[src/rtl/digit_serial_adder.sv]
// Digit-serial adder/subtractor: WIDTH-bit operands, DIGIT bits per cycle,
// with a start/done handshake, subtract mode and signed-overflow flag.
module digit_serial_adder #(
  parameter int WIDTH = 16,
  parameter int DIGIT = 4
) (
  input  logic             clk,
  input  logic             rst,
  input  logic             start,
  input  logic [WIDTH-1:0] a,
  input  logic [WIDTH-1:0] b,
  input  logic             cin,
  input  logic             sub,
  output logic             busy,
  output logic             done,
  output logic [WIDTH-1:0] sum,
  output logic             cout,
  output logic             ovf
);

  localparam int NDIG = WIDTH / DIGIT;
  localparam int IW   = (NDIG > 1) ? $clog2(NDIG) : 1;

  typedef enum logic [1:0] {
    IDLE,
    RUN,
    DONE
  } state_t;

  state_t           state_q, state_d;
  logic [WIDTH-1:0] a_q, a_d;
  logic [WIDTH-1:0] b_q, b_d;
  logic [WIDTH-1:0] psum_q, psum_d;
  logic [WIDTH-1:0] sum_q, sum_d;
  logic             carry_q, carry_d;
  logic             cout_q, cout_d;
  logic             ovf_q, ovf_d;
  logic [IW-1:0]    idx_q, idx_d;

  logic [DIGIT:0]   dsum;
  logic [WIDTH-1:0] psum_nxt;
  logic             accept;
  logic             last;

  always_ff @(posedge clk) begin
    if (rst) begin
      state_q <= IDLE;
      a_q     <= '0;
      b_q     <= '0;
      psum_q  <= '0;
      sum_q   <= '0;
      carry_q <= 1'b0;
      cout_q  <= 1'b0;
      ovf_q   <= 1'b0;
      idx_q   <= '0;
    end else begin
      state_q <= state_d;
      a_q     <= a_d;
      b_q     <= b_d;
      psum_q  <= psum_d;
      sum_q   <= sum_d;
      carry_q <= carry_d;
      cout_q  <= cout_d;
      ovf_q   <= ovf_d;
      idx_q   <= idx_d;
    end
  end

  always_comb begin
    accept = start && (state_q != RUN);
    last   = (idx_q == IW'(NDIG - 1));
    state_d = state_q;
    unique case (state_q)
      IDLE:    state_d = accept ? RUN : IDLE;
      RUN:     state_d = last ? DONE : RUN;
      DONE:    state_d = accept ? RUN : IDLE;
      default: state_d = IDLE;
    endcase
  end

  // Operands shift right so the active digit always sits in the low bits;
  // the partial sum fills from the top and is complete after NDIG shifts.
  always_comb begin
    dsum = {1'b0, a_q[DIGIT-1:0]}
         + {1'b0, b_q[DIGIT-1:0]}
         + {{DIGIT{1'b0}}, carry_q};
    psum_nxt = WIDTH'({dsum[DIGIT-1:0], psum_q} >> DIGIT);
    a_d     = a_q;
    b_d     = b_q;
    psum_d  = psum_q;
    sum_d   = sum_q;
    carry_d = carry_q;
    cout_d  = cout_q;
    ovf_d   = ovf_q;
    idx_d   = idx_q;
    if (accept) begin
      a_d     = a;
      b_d     = sub ? ~b : b;
      carry_d = sub | cin;
      idx_d   = '0;
      psum_d  = '0;
    end else if (state_q == RUN) begin
      a_d     = a_q >> DIGIT;
      b_d     = b_q >> DIGIT;
      carry_d = dsum[DIGIT];
      psum_d  = psum_nxt;
      idx_d   = last ? '0 : idx_q + IW'(1);
      if (last) begin
        sum_d  = psum_nxt;
        cout_d = dsum[DIGIT];
        // carry into the MSB recovered from its sum bit and operand bits
        ovf_d  = dsum[DIGIT-1] ^ a_q[DIGIT-1]
               ^ b_q[DIGIT-1] ^ dsum[DIGIT];
      end
    end
  end

  always_comb begin
    busy = (state_q == RUN);
    done = (state_q == DONE);
    sum  = sum_q;
    cout = cout_q;
    ovf  = ovf_q;
  end

endmodule

[config.mk]
export PLATFORM = sky130hd
export DESIGN_NAME = digit_serial_adder
export DESIGN_NICKNAME = d
export VERILOG_FILES = /design/src/rtl/digit_serial_adder.sv
export SDC_FILE = /design/constraint.sdc
export NUM_CORES = 1
export LEC_CHECK = 0
export ABC_AREA = 1
export CORE_ASPECT_RATIO = 0.7
export CORE_UTILIZATION = 51
export CTS_CLUSTER_SIZE = 16
export DETAILED_ROUTE_END_ITERATION = 8
export PLACE_DENSITY = 0.88
export SETUP_SLACK_MARGIN = 0.3
export SYNTH_ARGS = -nofsm -noshare
export SYNTH_HDL_FRONTEND = slang
export SYNTH_SLANG_ARGS = --single-unit
[constraint.sdc]
create_clock -name clk -period 2.5 [get_ports clk]
set_input_delay 0.625 -clock clk [delete_from_list [all_inputs] [get_ports clk]]
set_output_delay 0.625 -clock clk [all_outputs]
set_load 0.05 [all_outputs]
==> key figures, run 1 <==
Global route
  – First-pass GRT wire length: 11600 um
  – Gr busiest metal: met2
  – Number of global-route vias before repair: 2462
  – GR met3 Demand/Resource: 0.0920
  – Met1 Usage GRT: 0.312
  – Congestion Overflow GR: 0
  – Number of antenna violations at the first check in global routing: 0
  – Global Route Usage Sum: 0.247
  – Grt met2 use: 0.383
  – Largest net degree at the start of global routing: 34

Clock network
  – Num Clock Sinks: 67
  – Num CTS Buffers: 9
  – Max Root-Sink Buffers: 2
  – CTS tree: done
  – H-Tree Depth: 3
  – CTS clk-pin slew, worst paths: 0.07 ns
  – Clk_lat worst skew: 0.35 ns
  – CTS root buf: clkbuf_8
  – # hold bufs at CTS: 0

Synth
  – Synth Register Bits: 67
  – Syn Inst Count: 377
  – Adder and majority gate portion of the synthesized area: 0.0298
  – Synth area leader: dfxtp_1
  – Synth Net Count: 420
  – Post-synthesis cell area: 3020 sq um
  – Combinational family with the most area after synthesis: simple AND/OR/NAND/NOR gates
  – Netlist cell types: 27
  – Post-synthesis sequential area ratio: 0.444
  – Top post-synthesis cells by area: dfxtp_1 44%, nand2_1 14%, nor2_1 4.7%
  – Yosys warns: 0
  – Xor/xnor share of the synthesized area: 0.0493
  – Mux cell area share after synthesis: 0
  – Compound-Gate Fraction of Synth Area: 0.140
  – Synth Area in Simple Gates: 0.241
  – Avg Cell Area, Syn: 8.01 sq um
  – Synth top area share: 0.444

Cells and area
  – Layout cells sized above 1: 0.0922
  – Fin cells: 509
  – Highest-count cells in the layout ignoring fill and taps: 109 x nand2_1, 67 x dfxtp_1, 54 x clkdlybuf4s50_1
  – Design area: 3830 sq um
  – Leading cell type in the layout, fill and taps excluded: nand2_1
  – Final #Nets: 472
  – Area Overhead vs Synth: 26.9%
  – Post-layout util: 0.669
  – Antenna diodes: 0

Floorplan
  – Die Wd: 94.0 um
  – Core Rows: 23
  – Num ports: 57
  – Core Region: 5730 sq um
  – Die Height: 66.4 um
  – Initial core utilization: 0.527
  – DIE AREA: 6240 sq um

Timing
  – Final period util: 0.857
  – Max Fclk: 467 MHz
  – Worst relative slew slack: 0.652
  – RSZ-0062 raised after global routing: false
  – Worst clock skew: 0.00551 ns
  – Tightest Pin Transition: 0.520 ns
  – Tmin final: 2.14 ns
  – Pins Over Slew Limit: 0
  – Final Hold Vio Count: 0
  – Final Setup Violations: 0
  – Setup TNS: 0 ns

Worst setup path
  – Critical path's slowest cell: clkdlybuf4s50_1
  – Top Family by Delay on Critical Path: buffers and inverters
  – CP endpoint kind: primary output
  – CP max FO: 2
  – Startpoint types: flip-flop
  – Worst path max stage delay: 0.82 ns
  – Critical-path cell list: clkdlybuf4s50_1
  – CP arrival: 1.52 ns
  – R2r setup slk: 0.53 ns
  – Buf/Inv on CP: 1
  – Crit Path Class: flip-flop to primary output
  – Reg-to-reg critical path startpoint: a_q[0]$_SDFFE_PP0P_
  – Launch point of the worst path: sum[15]$_SDFFE_PP0P_
  – Worst EP required: 1.88 ns

Placement
  – Buffers on Ports: 56
  – Post-DP HPWL: 4960 um
  – Routability cong.: 0.790
  – Dpl cells: 493
  – Area after DPL: 3570 sq um

Route
  – Routed Antenna Nets: 0
  – Avg Vias per Cell: 5.15
  – Drt first pass iters: 5
  – Initial drt markers: 131
  – DRC: 0
  – Routed wire length: 7010 um
  – Wire per inst: 13.8 um
  – Routed vias: 2623

Power
  – Worst VDD drop: 0.000415 V
  – Total power draw: 0.00257 W
  – Cell Pwr Density: 672 nW/um^2
  – Leak: 1.65 nW

Worst hold path
  – Hold Crit Start: a_q[15]$_SDFFE_PP0P_
  – Hold WC Path Type: flip-flop to flip-flop

Outcome
  – Outcome: complete, no violations

Run
  – Max-cap violations: 0
## layout make-up
cell class / count / area, sq um
Clock buffer: 11 / 141
Clock inverter: 5 / 100
Fill cell: 446 / 1890
Inverter: 37 / 155
Multi-Input combinational cell: 252 / 1400
Sequential cell: 67 / 1340
Tap cell: 75 / 93.8
Timing Repair Buffer: 62 / 602
## timing repair
| item | in CTS | in global routing |
|---|---|---|
| pin swaps | 0 | 0 |
| endpoints found under the setup margin | 2 | 1 |
| gates cloned | 0 | 0 |
| buffers inserted | 0 | 0 |
| resized for setup | 3 | 2 |
## metrics by stage
stage               worst slack (ns)  hold slack [ns]
detailed placement             0.319            0.456
floorplan                      0.728            0.438
global placement               0.408            0.448
finish                         0.358            0.467
global route                   0.309            0.489
CTS                            0.316            0.467
## cells by family after synthesis
group,after synthesis
compound gates,57
xor+xnor,17
fa+ha+maj,6
buf+inv,58
flops,67
simple gates,172
## flip-flops by register name, indices dropped and copies added (netlist names), 2 cells and up
| signal | cells |
|---|---|
| psum_q | 12 |
| state_q | 2 |
| a_q | 16 |
| idx_q | 2 |
| sum | 16 |
| b_q | 16 |
## worst paths after layout
check	cells past startpoint	end
worst min register to register	2	a_q[15]$_SDFFE_PP0P_
worst min-delay path	2	a_q[15]$_SDFFE_PP0P_
worst max register to register	10	ovf$_SDFFE_PP0P_
worst max-delay path	1	sum[15]
## report_power, final
part | switching (W) | total (W) | internal (W)
clock | 0.000414 | 0.00110 | 0.000687
combinational | 0.000184 | 0.000330 | 0.000146
sequential | 0.0000328 | 0.00114 | 0.00111
## metal layers
| layer | vias up | wire [um] |
|---|---|---|
| met5 | - | 0 |
| li1 | 1314 | - |
| met1 | 1194 | 3270 |
| met4 | 0 | 146 |
| met3 | 15 | 484 |
| met2 | 100 | 3110 |
## synth_stat cells (all sizes together)
| cell type | count |
|---|---|
| nand2 | 111 |
| dfxtp | 67 |
| nor2 | 41 |
| inv | 37 |
| a21oi | 23 |
| nand3 | 19 |
| buf | 18 |
| a221oi | 12 |
| xnor2 | 12 |
| o211ai | 8 |
| o21ai | 8 |
| xor2 | 5 |
| ha | 4 |
| clkbuf | 3 |
| o221ai | 3 |
| a211oi | 2 |
| fa | 2 |
| a31oi | 1 |
| nand4 | 1 |
(Power assumes the default switching activity.)
==> run 2, diff against run 1 <==
CORE_MARGIN = 1   (was not set)
PLACE_DENSITY = 0.83   (was 0.88)
==> key figures, run 2 (synthesized netlist as in run 1, its figures left out) <==
Outcome
  – Outcome: complete, no violations

Timing
  – Tmin final: 2.13 ns (-0.0101 ns)
  – Worst clock skew: 0.00696 ns (+0.00145 ns)
  – Max Fclk: 469 MHz (+0.48%)
  – RSZ-0062 raised after global routing: false
  – Tightest Pin Transition: 0.499 ns (-0.0208 ns)
  – Final Hold Vio Count: 0 (unchanged)
  – Setup TNS: 0 ns (unchanged)
  – Worst relative slew slack: 0.666 (+0.0139)
  – Pins Over Slew Limit: 0 (unchanged)
  – Final Setup Violations: 0 (unchanged)
  – Final period util: 0.853 (-0.00406)

Route
  – Wire per inst: 13.2 um (-3.9%)
  – Routed Antenna Nets: 0 (unchanged)
  – DRC: 0 (unchanged)
  – Avg Vias per Cell: 5.03 (-2.3%)
  – Routed vias: 2562 (-2.3%)
  – Drt first pass iters: 4 (-1)
  – Routed wire length: 6740 um (-3.9%)
  – Initial drt markers: 118 (-9.9%)

Worst setup path
  – Top Family by Delay on Critical Path: buffers and inverters
  – Startpoint types: flip-flop
  – Buf/Inv on CP: 1 (unchanged)
  – Critical path depth: 1 (unchanged)
  – Crit Path Class: flip-flop to primary output
  – CP endpoint kind: primary output
  – Worst EP required: 1.88 ns (about the same)
  – Worst path max stage delay: 0.81 ns (about the same)
  – Critical path's slowest cell: clkdlybuf4s50_1
  – Path depth of the worst reg2reg path: 10 (unchanged)
  – Critical-path cell list: clkdlybuf4s50_1
  – CP arrival: 1.51 ns (about the same)
  – R2r setup slk: 0.52 ns (about the same)
  – CP max FO: 2 (unchanged)

Clock network
  – Num Clock Sinks: 67 (unchanged)
  – Clk_lat worst skew: 0.35 ns (about the same)
  – CTS root buf: clkbuf_8
  – CTS tree: done
  – Max Root-Sink Buffers: 2 (unchanged)
  – H-Tree Depth: 3 (unchanged)
  – Num CTS Buffers: 9 (unchanged)
  – # hold bufs at CTS: 0 (unchanged)
  – CTS clk-pin slew, worst paths: 0.07 ns (about the same)
  – Post-CTS Setup Repair Bufs: 0 (unchanged)

Power
  – Leak: 1.63 nW (-1.2%)
  – Cell Pwr Density: 642 nW/um^2 (-4.4%)
  – Worst VDD drop: 0.000274 V (-34%)

Global route
  – Largest net degree at the start of global routing: 34 (unchanged)
  – Global Route Usage Sum: 0.240 (-0.00737)
  – Number of global-route vias before repair: 2445 (-0.69%)
  – Number of antenna violations at the first check in global routing: 0 (unchanged)
  – Congestion Overflow GR: 0 (unchanged)
  – First-pass GRT wire length: 11200 um (-3.6%)

Worst hold path
  – Hold WC Path Type: flip-flop to flip-flop
  – Hold depth: 2 (unchanged)

Floorplan
  – Initial core utilization: 0.527 (unchanged)
  – Core Region: 5730 sq um (unchanged)
  – Die Height: 66.4 um (unchanged)
  – Num ports: 57 (unchanged)
  – DIE AREA: 6240 sq um (unchanged)
  – Core Rows: 23 (unchanged)
  – Die Wd: 94.0 um (unchanged)

Cells and area
  – Layout cells sized above 1: 0.0945 (+0.00230)
  – Antenna diodes: 0 (unchanged)
  – Highest-count cells in the layout ignoring fill and taps: 109 x nand2_1, 67 x dfxtp_1, 54 x clkdlybuf4s50_1
  – Design area: 3820 sq um (-0.42%)
  – Leading cell type in the layout, fill and taps excluded: nand2_1
  – Area Overhead vs Synth: 26.3%
  – Final #Nets: 472 (unchanged)

Placement
  – Buffers on Ports: 56 (unchanged)
  – Routability cong.: 0.882 (+12%)
  – Post-DP HPWL: 4720 um (-5.0%)
  – Area after DPL: 3580 sq um (+0.35%)

Run
  – Max-cap violations: 0 (unchanged)
run 2: worst register-to-register path: cells and delay by family, from the launching register on:
family / cells / cell delay (ns)
AND/OR/NAND/NOR: 8 / 0.62
adder cells (fa/ha/maj): 2 / 0.90
flip-flops: 1 / 0.34
run 2: repair_timing:
item                                    in CTS  in global routing
endpoints found under the setup margin       2                  1
pin swaps                                    0                  0
gates resized for setup                      2                  2
run 2: cell type report:
type | count | area (sq um)
fillers | 485 | 1910
multi-input cells | 252 | 1400
flip-flops and latches | 67 | 1340
repair buffers | 62 | 614
inverters | 37 | 151
clock buffers | 9 | 124
well taps | 75 | 93.8
clock inverters | 7 | 92.6
run 2: routing by layer:
metal,up-vias,GRT usage,wire (um)
met5,-,0,0
met4,0,0.0712,89
met3,11,0.0851,374
met2,61,0.380,3060
met1,1172,0.307,3220
li1,1318,-,-
run 2: metrics by stage:
step           utilization  worst slack [ns]  power [W]  instances  hold slack (ns)
2_1_floorplan            -             0.728    0.00138        377            0.438
3_3_place_gp         0.626             0.352    0.00148        493            0.449
3_5_place_dp         0.626             0.296    0.00149        493            0.454
4_1_cts              0.664             0.301    0.00247        509            0.465
5_1_grt              0.666             0.303    0.00256        509            0.487
6_report             0.666             0.369    0.00245        509            0.463
run 2: worst paths after layout:
path	end	from
setup / recovery	sum[11]	sum[11]$_SDFFE_PP0P_
setup reg to reg	ovf$_SDFFE_PP0P_	a_q[0]$_SDFFE_PP0P_
hold / removal	a_q[15]$_SDFFE_PP0P_	a_q[15]$_SDFFE_PP0P_
hold reg to reg	a_q[15]$_SDFFE_PP0P_	a_q[15]$_SDFFE_PP0P_
run 2: where the power goes:
part | total [W] | switching (W) | internal [W]
registers | 0.00114 | 0.0000333 | 0.00111
logic | 0.000332 | 0.000183 | 0.000149
clock network | 0.000974 | 0.000418 | 0.000557
==> RTL edit, RTL diff (config.mk and constraints of run 1) <==
Set the parameter `DIGIT` to 2 (it was 4).
--- a/src/rtl/digit_serial_adder.sv
+++ b/src/rtl/digit_serial_adder.sv
@@ -4,3 +4,3 @@
   parameter int WIDTH = 16,
-  parameter int DIGIT = 4
+  parameter int DIGIT = 2
 ) (
Behaviour: not the same (a bounded check fails within 10 cycles, from zero or initial values and one cycle with rst high).
==> RTL edit against run 1 <==
  * Total power fell by 5.7%
  * Count of clock-buffer cells in the layout fell by 1
  * Critical path depth did not move
  * Final area rose by 2.8%
  * Area after synthesis rose by 5.6%
  * Combinational power rose by 3%
  * First-iteration DRC count rose by 40%
  * Setup slack got worse by 0.012 ns
  * Sequential cell count rose by 3
  * Non-clock buffer count rose by 3
  * Wire length rose by 4.3%
  * Sequential power rose by 4%
  * Final cell count rose by 13%
  * Critical path type unchanged
  * Largest cell class unchanged
==> RTL edit: results <==
[status]
status = "completed"

[setup_path]
endpoint = "cout"
arrival_ns = 1.53
r2r.worst_path.cells = 9
reg2reg_setup_slack_ns = 0.55
startpoint = "cout"

[drt]
drtIter0Drc = 184
vias_per_cell = 5.163
drt_wl_total_mm = 7.317

[timing]
fin_crit_sh = 0.8616

[global_route]
grtUsageTotal = 0.2402
use_met2 = 0.3812
grt_pass1_vias = 2615

[synthesis]
syn_nets = 488
synth_common_cells = "137 x nand2_1, 74 x nand3_1, 70 x dfxtp_1"
synth_cell_types = 22
synth_area_leaders = "dfxtp_1 44%, nand2_1 16%, nand3_1 12%, nor2_1 6.0%, xnor2_1 3.8%"
syn_area_um2 = 3189

[cells_and_area]
multi_input_cells = 318
clkbuf_count = 10
seq_cells = 70
fin_cells = 575
n_all_inverters = 31
n_fill_cell = 477
drive_above_1_share = 0.07200
multi_input_area_share = 0.3787
final_nets = 536
n_all_buffers = 65
buffer_area_frac = 0.1617

[power_and_ir_drop]
peakVddDrop_v = 0.0002981
switchingPower_w = 0.0006434
power.leakage_nw = 1.779

[place]
post_dp_cell_area_um2 = 3741
gp_congestion = 0.8565
post-dp-hpwl_mm = 4.972
post-place-ws_ns = 0.3398
[RTL edit: cell types whose count changed after synthesis, sizes merged, moves of 7 or more]
cell and change:
a221oi -12, o211ai -8, inv -7, nand3 +55, nand2 +29, nor2 +11
[RTL edit: worst min-delay path by stage]
stage	slack (ns)	depth (start not counted)	startpoint	end
after global placement	0.45	2	b_q[15]	b_q[15]
after detailed placement	0.45	2	psum_q[13]	sum[11]
final	0.47	2	b_q[15]	b_q[15]
after global routing	0.49	2	psum_q[10]	psum_q[8]
after CTS	0.47	2	psum_q[5]	sum[3]
after floorplan	0.44	2	psum_q[6]	sum[4]
[RTL edit: cells by family (layout without fill, tap and decap cells)]
family / after synthesis / count (layout) / share of synthesized area
flops: 70 / 70 / 0.4394
buf+inv: 59 / 112 / 0.09376
simple gates: 269 / 269 / 0.3570
compound gates: 29 / 29 / 0.04551
xor+xnor: 16 / 16 / 0.04394
fa+ha+maj: 4 / 4 / 0.02040
[RTL edit: power groups by stage]
stage | clock network, W | logic, W | registers, W
final | 0.000910 | 0.000339 | 0.00118
after global placement | 0 | 0.000322 | 0.00120
after CTS | 0.000919 | 0.000337 | 0.00118
after global routing | 0.000972 | 0.000372 | 0.00118
after floorplan | 0 | 0.000233 | 0.00120
after detailed placement | 0 | 0.000333 | 0.00120
[RTL edit: timing repair]
| action | in CTS | in global routing |
|---|---|---|
| setup endpoints to repair | 1 | 0 |
| endpoints found under the hold margin | 0 | 0 |
| gates resized for setup | 1 | 0 |
[RTL edit: routing by layer]
| metal | vias to the layer above | part of all wire |
|---|---|---|
| li1 | 1491 | - |
| met4 | 0 | 0.0070 |
| met5 | - | 0 |
| met3 | 6 | 0.067 |
| met1 | 1371 | 0.45 |
| met2 | 101 | 0.48 |
